### config.mk
export PLATFORM = sky130hd
export DESIGN_NAME = pe_grid_sequencer
export DESIGN_NICKNAME = d
export VERILOG_FILES = /design/src/rtl/pe_grid_pkg.sv /design/src/rtl/seq_beat_cnt.sv /design/src/rtl/pe_grid_sequencer.sv
export SDC_FILE = /design/constraint.sdc
export NUM_CORES = 1
export LEC_CHECK = 0
export CORE_MARGIN = 10
export CORE_UTILIZATION = 52
export CTS_BUF_LIST = sky130_fd_sc_hd__clkbuf_4
export CTS_CLUSTER_DIAMETER = 40
export DETAILED_ROUTE_END_ITERATION = 10
export HOLD_SLACK_MARGIN = 0.08
export PLACE_DENSITY_LB_ADDON = 0.05
export SYNTH_ARGS = -nofsm -noshare
export SYNTH_HDL_FRONTEND = slang
export SYNTH_SLANG_ARGS = --single-unit
### constraint.sdc
create_clock -name clk -period 9.4 [get_ports clk]
set_input_delay 2.35 -clock clk [delete_from_list [all_inputs] [get_ports clk]]
set_output_delay 2.35 -clock clk [all_outputs]
set_load 0.005 [all_outputs]
### src/rtl/pe_grid_pkg.sv
// pe_grid_pkg: shared state encoding and default widths for the PE grid sequencer
`timescale 1ns/1ps
package pe_grid_pkg;
  localparam int CFG_W  = 8;
  localparam int CNT_W  = 16;
  localparam int PERF_W = 32;
  typedef enum logic [2:0] {IDLE, LOAD_W, LOAD_I, COMPUTE, DRAIN, DONE} seq_state_e;
endpackage

### src/rtl/seq_beat_cnt.sv
// seq_beat_cnt: clearable beat counter flagging the beat that reaches last_i
`timescale 1ns/1ps
module seq_beat_cnt import pe_grid_pkg::*; #(
  parameter int W = CNT_W
) (
  input  logic         clk,
  input  logic         rstn,
  input  logic         clr_i,
  input  logic         inc_i,
  input  logic [W-1:0] last_i,
  output logic         tc_o
);
  logic [W-1:0] cnt_q;
  assign tc_o = inc_i && (cnt_q == last_i);
  // clear wins over increment so a phase change always restarts at zero
  always_ff @(posedge clk or negedge rstn)
    if (!rstn) cnt_q <= '0;
    else cnt_q <= clr_i ? '0 : inc_i ? cnt_q + W'(1) : cnt_q;
endmodule

### src/rtl/pe_grid_sequencer.sv
// pe_grid_sequencer: per-pass weight/iact load, compute and drain sequencing for a PE grid; SEQ_PERF_CNT_EN adds cycle_count
`timescale 1ns/1ps
module pe_grid_sequencer import pe_grid_pkg::*; #(
  parameter int MAX_CONFIG_WIDTH = CFG_W,
  parameter int CNT_WIDTH        = CNT_W
) (
  input  logic                        clk,
  input  logic                        rstn,
  input  logic                        start,
  input  logic [MAX_CONFIG_WIDTH-1:0] filter_size,
  input  logic [MAX_CONFIG_WIDTH-1:0] ifmap_width,
  input  logic [MAX_CONFIG_WIDTH-1:0] output_channels_num,
  input  logic                        weight_buffer_ready,
  input  logic                        iact_buffer_ready,
  input  logic                        psum_out_valid,
  output logic                        weight_write_en,
  output logic                        iact_write_en,
  output logic                        psum_read_en,
  output logic                        grid_en,
  output logic                        busy,
  output logic                        done,
  output logic                        cfg_error,
  output logic [MAX_CONFIG_WIDTH-1:0] pass_idx
`ifdef SEQ_PERF_CNT_EN
  ,output logic [PERF_W-1:0]          cycle_count
`endif
);
  localparam logic [CNT_WIDTH-1:0] ONE = CNT_WIDTH'(1);
  seq_state_e state_q, state_d;
  logic [MAX_CONFIG_WIDTH-1:0] fs_q, iw_q, oc_q, pass_idx_q;
  logic cfg_error_q, cfg_ok, accept, more, inc, tc;
  logic [CNT_WIDTH-1:0] ow, comp_len, target;
  assign cfg_ok   = (filter_size != '0) && (output_channels_num != '0) && (ifmap_width >= filter_size);
  assign accept   = (state_q == IDLE) && start && cfg_ok;
  assign ow       = CNT_WIDTH'(iw_q) - CNT_WIDTH'(fs_q) + ONE;
  assign comp_len = CNT_WIDTH'(fs_q) * ow;
  assign more     = ({1'b0, pass_idx_q} + (MAX_CONFIG_WIDTH+1)'(1)) < {1'b0, oc_q};
  assign target   = (state_q == LOAD_W) ? CNT_WIDTH'(fs_q) :
                    (state_q == LOAD_I) ? CNT_WIDTH'(iw_q) :
                    (state_q == COMPUTE) ? comp_len : ow;
  assign weight_write_en = (state_q == LOAD_W) && weight_buffer_ready;
  assign iact_write_en   = (state_q == LOAD_I) && iact_buffer_ready;
  assign psum_read_en    = (state_q == DRAIN);
  assign busy            = (state_q != IDLE);
  assign grid_en         = busy;
  assign done            = (state_q == DONE);
  assign cfg_error       = cfg_error_q;
  assign pass_idx        = pass_idx_q;
  assign inc = weight_write_en || iact_write_en || (state_q == COMPUTE) || (psum_read_en && psum_out_valid);
  seq_beat_cnt #(.W(CNT_WIDTH)) u_cnt (
    .clk    (clk),
    .rstn   (rstn),
    .clr_i  (state_d != state_q),
    .inc_i  (inc),
    .last_i (target - ONE),
    .tc_o   (tc)
  );
  // phase sequencing: each phase ends on its terminal beat
  always_comb begin
    state_d = state_q;
    unique case (state_q)
      IDLE:    state_d = accept ? LOAD_W : IDLE;
      LOAD_W:  state_d = tc ? LOAD_I : LOAD_W;
      LOAD_I:  state_d = tc ? COMPUTE : LOAD_I;
      COMPUTE: state_d = tc ? DRAIN : COMPUTE;
      DRAIN:   state_d = tc ? (more ? LOAD_W : DONE) : DRAIN;
      DONE:    state_d = IDLE;
      default: state_d = IDLE;
    endcase
  end
  // state, latched job config, pass index and config-error pulse
  always_ff @(posedge clk or negedge rstn)
    if (!rstn) begin
      state_q     <= IDLE;
      fs_q        <= '0;
      iw_q        <= '0;
      oc_q        <= '0;
      pass_idx_q  <= '0;
      cfg_error_q <= 1'b0;
    end else begin
      state_q     <= state_d;
      cfg_error_q <= (state_q == IDLE) && start && !cfg_ok;
      if (accept) begin
        fs_q       <= filter_size;
        iw_q       <= ifmap_width;
        oc_q       <= output_channels_num;
        pass_idx_q <= '0;
      end else if (psum_read_en && tc && more) pass_idx_q <= pass_idx_q + MAX_CONFIG_WIDTH'(1);
    end
`ifdef SEQ_PERF_CNT_EN
  logic [PERF_W-1:0] cyc_q;
  assign cycle_count = cyc_q;
  // busy-cycle counter, restarted by each accepted job and saturating at all-ones
  always_ff @(posedge clk or negedge rstn)
    if (!rstn) cyc_q <= '0;
    else if (accept) cyc_q <= '0;
    else if (busy && cyc_q != '1) cyc_q <= cyc_q + PERF_W'(1);
`endif
endmodule
==> results of run 1 <==
[metrics by stage]
step	setup slack [ns]	cells	hold WS [ns]
6_report	0.457	1090	0.537
5_1_grt	0.0523	1090	0.577
4_1_cts	0.204	1090	0.537
3_5_place_dp	0.258	1082	0.499
3_3_place_gp	0.520	1082	0.493
2_1_floorplan	0.740	872	0.481
[worst paths after layout]
path / start / endpoint / slack, ns / cells after the start
min in group asynchronous: rstn / oc_q[0]$_DFFE_PN0P_ / 2.02 / 2
max in group asynchronous: rstn / iw_q[7]$_DFFE_PN0P_ / 6.89 / 2
hold reg to reg: oc_q[0]$_DFFE_PN0P_ / oc_q[0]$_DFFE_PN0P_ / 0.54 / 1
setup / recovery: fs_q[4]$_DFFE_PN0P_ / pass_idx[6]$_DFFE_PN0P_ / 0.46 / 30
hold / removal: oc_q[0]$_DFFE_PN0P_ / oc_q[0]$_DFFE_PN0P_ / 0.54 / 1
setup reg to reg: fs_q[4]$_DFFE_PN0P_ / pass_idx[6]$_DFFE_PN0P_ / 0.46 / 30
[final cells by class]
type / instances / area share
clock buffers: 5 / 0.00457
multi-input cells: 679 / 0.686
well taps: 180 / 0.0274
clock inverters: 3 / 0.00259
flip-flops and latches: 52 / 0.158
inverters: 106 / 0.0484
repair buffers: 65 / 0.0722
[kinds of logic after synthesis]
group,share of synthesized area
AO/OA/AOI/OAI,0.163
XOR/XNOR,0.0784
adder cells (fa/ha/maj),0.256
buffers and inverters,0.0740
flip-flops,0.174
multiplexers,0.0399
AND/OR/NAND/NOR,0.215
[placed cells by master (no fill, tap or decap), types with 5 or more instances in the layout]
master | netlist | routed
nand3_1 | 17 | 17
fa_1 | 58 | 58
a21o_1 | 10 | 10
buf_4 | 1 | 21
nand3b_1 | 5 | 5
nor2b_1 | 21 | 21
o2111ai_1 | 6 | 6
and2_1 | 36 | 36
and3_1 | 8 | 8
dfrtp_1 | 52 | 52
o211ai_1 | 9 | 9
clkdlybuf4s50_1 | 0 | 43
a211oi_1 | 5 | 5
a21oi_1 | 27 | 26
nand2_1 | 92 | 92
a31oi_1 | 5 | 5
nor2_1 | 62 | 62
mux2_2 | 10 | 10
nor3_1 | 10 | 9
or3_1 | 6 | 6
o21ai_0 | 39 | 39
mux2_4 | 7 | 7
nor4_1 | 8 | 8
inv_1 | 106 | 106
clkbuf_4 | 0 | 5
nand2b_1 | 9 | 9
xor2_1 | 27 | 27
o21a_1 | 5 | 5
xnor2_1 | 38 | 38
mux2i_1 | 8 | 8
nand4_1 | 5 | 5
ha_1 | 60 | 60
[what timing repair did]
item,in CTS,in global routing
gates resized for setup,0,4
setup endpoints to repair,0,26
setup buffers,0,0
hold endpoints to repair,0,0
[flip-flops by register name (all words and copies together), names as in the netlist]
| register | cells |
|---|---|
| oc_q | 8 |
| cfg_error | 1 |
| u_cnt.cnt_q | 16 |
| state_q | 3 |
| fs_q | 8 |
| pass_idx | 8 |
| iw_q | 8 |
[worst max-delay path: cells and delay by family (launching register included)]
kind,cells,cell delay (ns)
buffers and inverters,5,0.68
DFF,1,0.59
and+or+nand+nor,7,1.90
adders and majority gates,6,2.82
muxes,1,0.31
xor gates and xnor gates,2,0.25
AOI/OAI and AO/OA,9,2.28
[routing by layer]
| layer | global-route usage | routed length, um | part of all wire | vias up |
|---|---|---|---|---|
| met4 | 0.0451 | 312 | 0.016 | 0 |
| met1 | 0.265 | 9050 | 0.45 | 3102 |
| li1 | - | - | - | 3027 |
| met5 | 0 | 0 | 0 | - |
| met2 | 0.346 | 9620 | 0.48 | 182 |
| met3 | 0.0381 | 1050 | 0.053 | 22 |
==> out/results.tsv, run 1 <==
metric	value	unit
chip width	140	um
YS warnings	0	
via-per-instance ratio	5.81	
synth top area cells	dfrtp_1 (17%), fa_1 (16%), ha_1 (10%)	
max-slew violations	0	
die area	19600	um^2
Crit Path Class	flop to flop	
vias in the first global route	6518	
total congestion overflow	0	
Layout Utilization	0.587	
syn avg cell area	8.57	um^2
first-pass GRT wire length	33300	um
clk buf depth	2	
Clk pin slew, worst setup/hold paths	0.17	ns
final wirelength	20000	um
area leader, netlist	dfrtp_1	
via count	6333	
crit path max fanout	10	
IO Count	45	
CTS Hold Bufs	0	
detailed placement HPWL	16300	um
CP peak stage delay	0.59	ns
Clock Latency Late Sink	0.41	ns
Avg WL per Cell	18.4	um
Synth Flop Type	dfrtp_1	
final period utilization	0.951	
root buffer cell	clkbuf_4	
diode count	0	
aggregate negative setup slack	0	ns
Initial DRT Pass Iterations	5	
async set or reset register ratio after synthesis	1.00	
H-tree levels	2	
filler instances	1279	
CP most frequent cell	fa_1	
core area	14000	um^2
final hold viol count	0	
area of the multi-input gates	5640	um^2
f_max	0.112	GHz
syn nets	1020	
unrepaired setup endpoints after global routing	false	
minimum clock period after layout	8.94	ns
CTS tree	built	
Total Routing Usage GR	0.205	
FF+latch area	1300	um^2
Layout Skew	0.0252	ns
Seq/Total Area, Yosys	0.174	
Final Wtd Congestion	0.934	
starting DRC count in detailed routing	481	
Post-Synthesis Cells	872	
Worst-Margin Slew	1.07	ns
Synth top area share	0.174	
layout cells sized above 1	0.0802	
CP endpoint kind	flop	
initial antenna violation count	0	
number of enable flip-flop cells after synthesis	0	
Layout Nets	1057	
DP Area	8140	um^2
number of remaining DRC errors	0	
mapped cell area	7470	um^2
top-count cell post-synth	inv_1	
Post-synth top cells	inv_1 (106), nand2_1 (92), nor2_1 (62), ha_1 (60), fa_1 (58)	
Antenna Violating Nets Remaining	0	
Inserted Clock Buffers	5	
Arrival @ worst endpoint	9.26	ns
crit path max-delay cell type	dfrtp_1	
Critical Path Start Type	flop	
area grow syn2layout	9.95	%
#FFs+latches synth	52	
Port Buffers	44	
final setup fails	0	
die height	140	um
critical path data required time	9.72	ns
Sink Count	52	
Slew HR	0.288	
Final Instance Area	8210	um^2
Hold Crit Class	flop to flop	
MaxCap Viol Count	0	
run status	finished clean	
maximum number of pins on one net before global-route repair	53	
post-synth cell types	89	
Rows	43	
Initial Util	0.534	
Power of run 1 is left out: the tool's default activity adds up to more than one toggle a clock period on the data nets, which glitch-free logic cannot reach.
==> inputs of run 2 (changes only) <==
Settings changed: ABC_CLOCK_PERIOD_IN_PS set to 9400, CTS_CLUSTER_SIZE set to 30.
==> results of run 2 <==
No change in the layout: final DEF, timing and power equal those of run 1.
Power of run 2 is left out for the same reason.
==> edit, RTL diff (settings of run 2) <==
Register the output `cfg_error` once more, cleared by the reset; this adds one clock of latency there. The other outputs are not delayed to match.
--- a/src/rtl/pe_grid_sequencer.sv
+++ b/src/rtl/pe_grid_sequencer.sv
@@ -44,7 +44,13 @@
   assign busy            = (state_q != IDLE);
   assign grid_en         = busy;
   assign done            = (state_q == DONE);
-  assign cfg_error       = cfg_error_q;
+  always_ff @(posedge clk or negedge rstn) begin
+    if (!rstn) begin
+      cfg_error <= '0;
+    end else begin
+      cfg_error <= cfg_error_q;
+    end
+  end
   assign pass_idx        = pass_idx_q;
   assign inc = weight_write_en || iact_write_en || (state_q == COMPUTE) || (psum_read_en && psum_out_valid);
   seq_beat_cnt #(.W(CNT_WIDTH)) u_cnt (
Function: changed (a bounded check fails within 4 cycles, from zero or initial values and one cycle with rstn low).
==> edit against run 2 <==
Cell area grew 0.11%. Largest cell class unchanged. Wire length shrank 0.57%. Synthesized cell count grew 0.11%. Non-clock buffer count shrank 3. Critical endpoint is now pass_idx[4]. Sequential share of layout area grew 0.33 points. Setup slack gained 93 ps. Sequential cell count grew 1. Synthesized area grew 0.33%. Via count shrank 0.88%. Critical path type unchanged.
Power is left out: the tool's default activity adds up to more than one toggle a clock period on the data nets, which glitch-free logic cannot reach.
==> edit: results (changes against run 2) <==
- Final nets: 1,055 (-0.19%)
- Final HPWL DP: 16,200 µm (-0.51%)
- Largest net degree at the start of global routing: 54 (+1.9%)
- # Post-CTS Setup Buffers: 0 (unchanged)
- Dpl cell area: 8140 µm² (about the same)
- Max clock buf depth: 2 (unchanged)
- 1st-iter DRT viols: 536 (+11%)
- CP arrival: 9180 ps (-80 ps)
- DR vias: 6,277 (-0.88%)
- Hold Crit Class: flip-flop to flip-flop
- Hold path cells: 0 (-1)
- # diodes: 0 (unchanged)
- Worst Hold Path EP: cfg_error
- Setup ws final: 550 ps (+92.8 ps)
- Largest area contributor in the netlist: dfrtp_1
- Clock root buffer: clkbuf_4
- Routed WL: 19,900 µm (-0.57%)
- Met3 wire len: 942 µm (-11%)
- Critical-path top delay cell: fa_1
- Gr usage total: 20.7% (+0.19 points)
- Met1 wire length: 9090 µm (+0.36%)
- Critical setup path kind: flip-flop to flip-flop
- Status: finished clean
- Post-synth top cells: 106 x inv_1, 92 x nand2_1, 62 x nor2_1, 60 x ha_1, 58 x fa_1
- Dpl cells: 1,080 (-0.18%)
- Gpl congestion: 0.940 (+0.71%)
- Top cells by area, synth: dfrtp_1 18%, fa_1 15%, ha_1 10%
- M3 GR Usage: 3.65% (-0.16 points)
- Syn Area/Cell: 8.59 µm² (+0.22%)
- Vias in the first global route: 6,437 (-1.2%)
- Pre-CTS WS: 336 ps (+77.6 ps)
- Met1 GRT Util: 27.0% (+0.50 points)
- Final Skew: 23.2 ps (-2.06 ps)
- GRT met2 Usage: 34.8% (+0.25 points)
- HP Start: cfg_error_q
- Max layer used: met4
- Ys async rst share: 100% (unchanged)
- Sequential area share after synthesis: 17.7% (+0.28 points)
- Register clock-pin slew on the reported worst setup and hold paths: 180 ps
- Share of layout cells above drive strength 1: 8.04% (+0.018 points)
- Max reg flops: 16 (unchanged)
- Worst-Skew Late Latency: 430 ps (+20 ps)
- R2r worst-path depth: 30 (unchanged)
- Global-route wire length before repair: 33,700 µm (+1.4%)
- Net Count, Synth: 1,021 (+0.098%)
- IO buf count: 44 (unchanged)
- Via-to-Cell Ratio: 5.77 (-0.70%)
- RR Endpoint: pass_idx[4]
- Crit-path max cell delay: 520 ps (-70 ps)
- CTS buffer count: 5 (unchanged)
- Fill count: 1,309 (+2.3%)
- Max-slew headroom: 28.8% (about the same)
- Worst hold slack: 374 ps (-163 ps)
- 1st-pass router iterations: 4 (-1)
- Wire length on met2: 9590 µm (-0.34%)
-- edit: cell count changes after synthesis --
| cell | before | now |
|---|---|---|
| dfrtp_1 | 52 | 53 |
-- edit: kinds of logic (layout without fill, tap and decap cells) --
family / count (synthesis) / in the layout / share of synthesized area, %
and+or+nand+nor: 307 / 307 / 21.4
DFF: 53 / 53 / 17.7
buffers and inverters: 141 / 176 / 7.38
AOI/OAI and AO/OA: 163 / 163 / 16.2
xor gates and xnor gates: 66 / 66 / 7.81
adders and majority gates: 118 / 118 / 25.5
muxes: 25 / 25 / 3.97
-- edit: final cells by class --
cell class / instances / area [µm²] / area share [%]
clock buffer: 5 / 37.5 / 0.456
multi-input combinational: 679 / 5640 / 68.5
timing repair buffer: 62 / 571 / 6.94
inverter: 106 / 398 / 4.84
sequential: 53 / 1330 / 16.2
tap: 180 / 225 / 2.74
clock inverter: 3 / 25.0 / 0.304
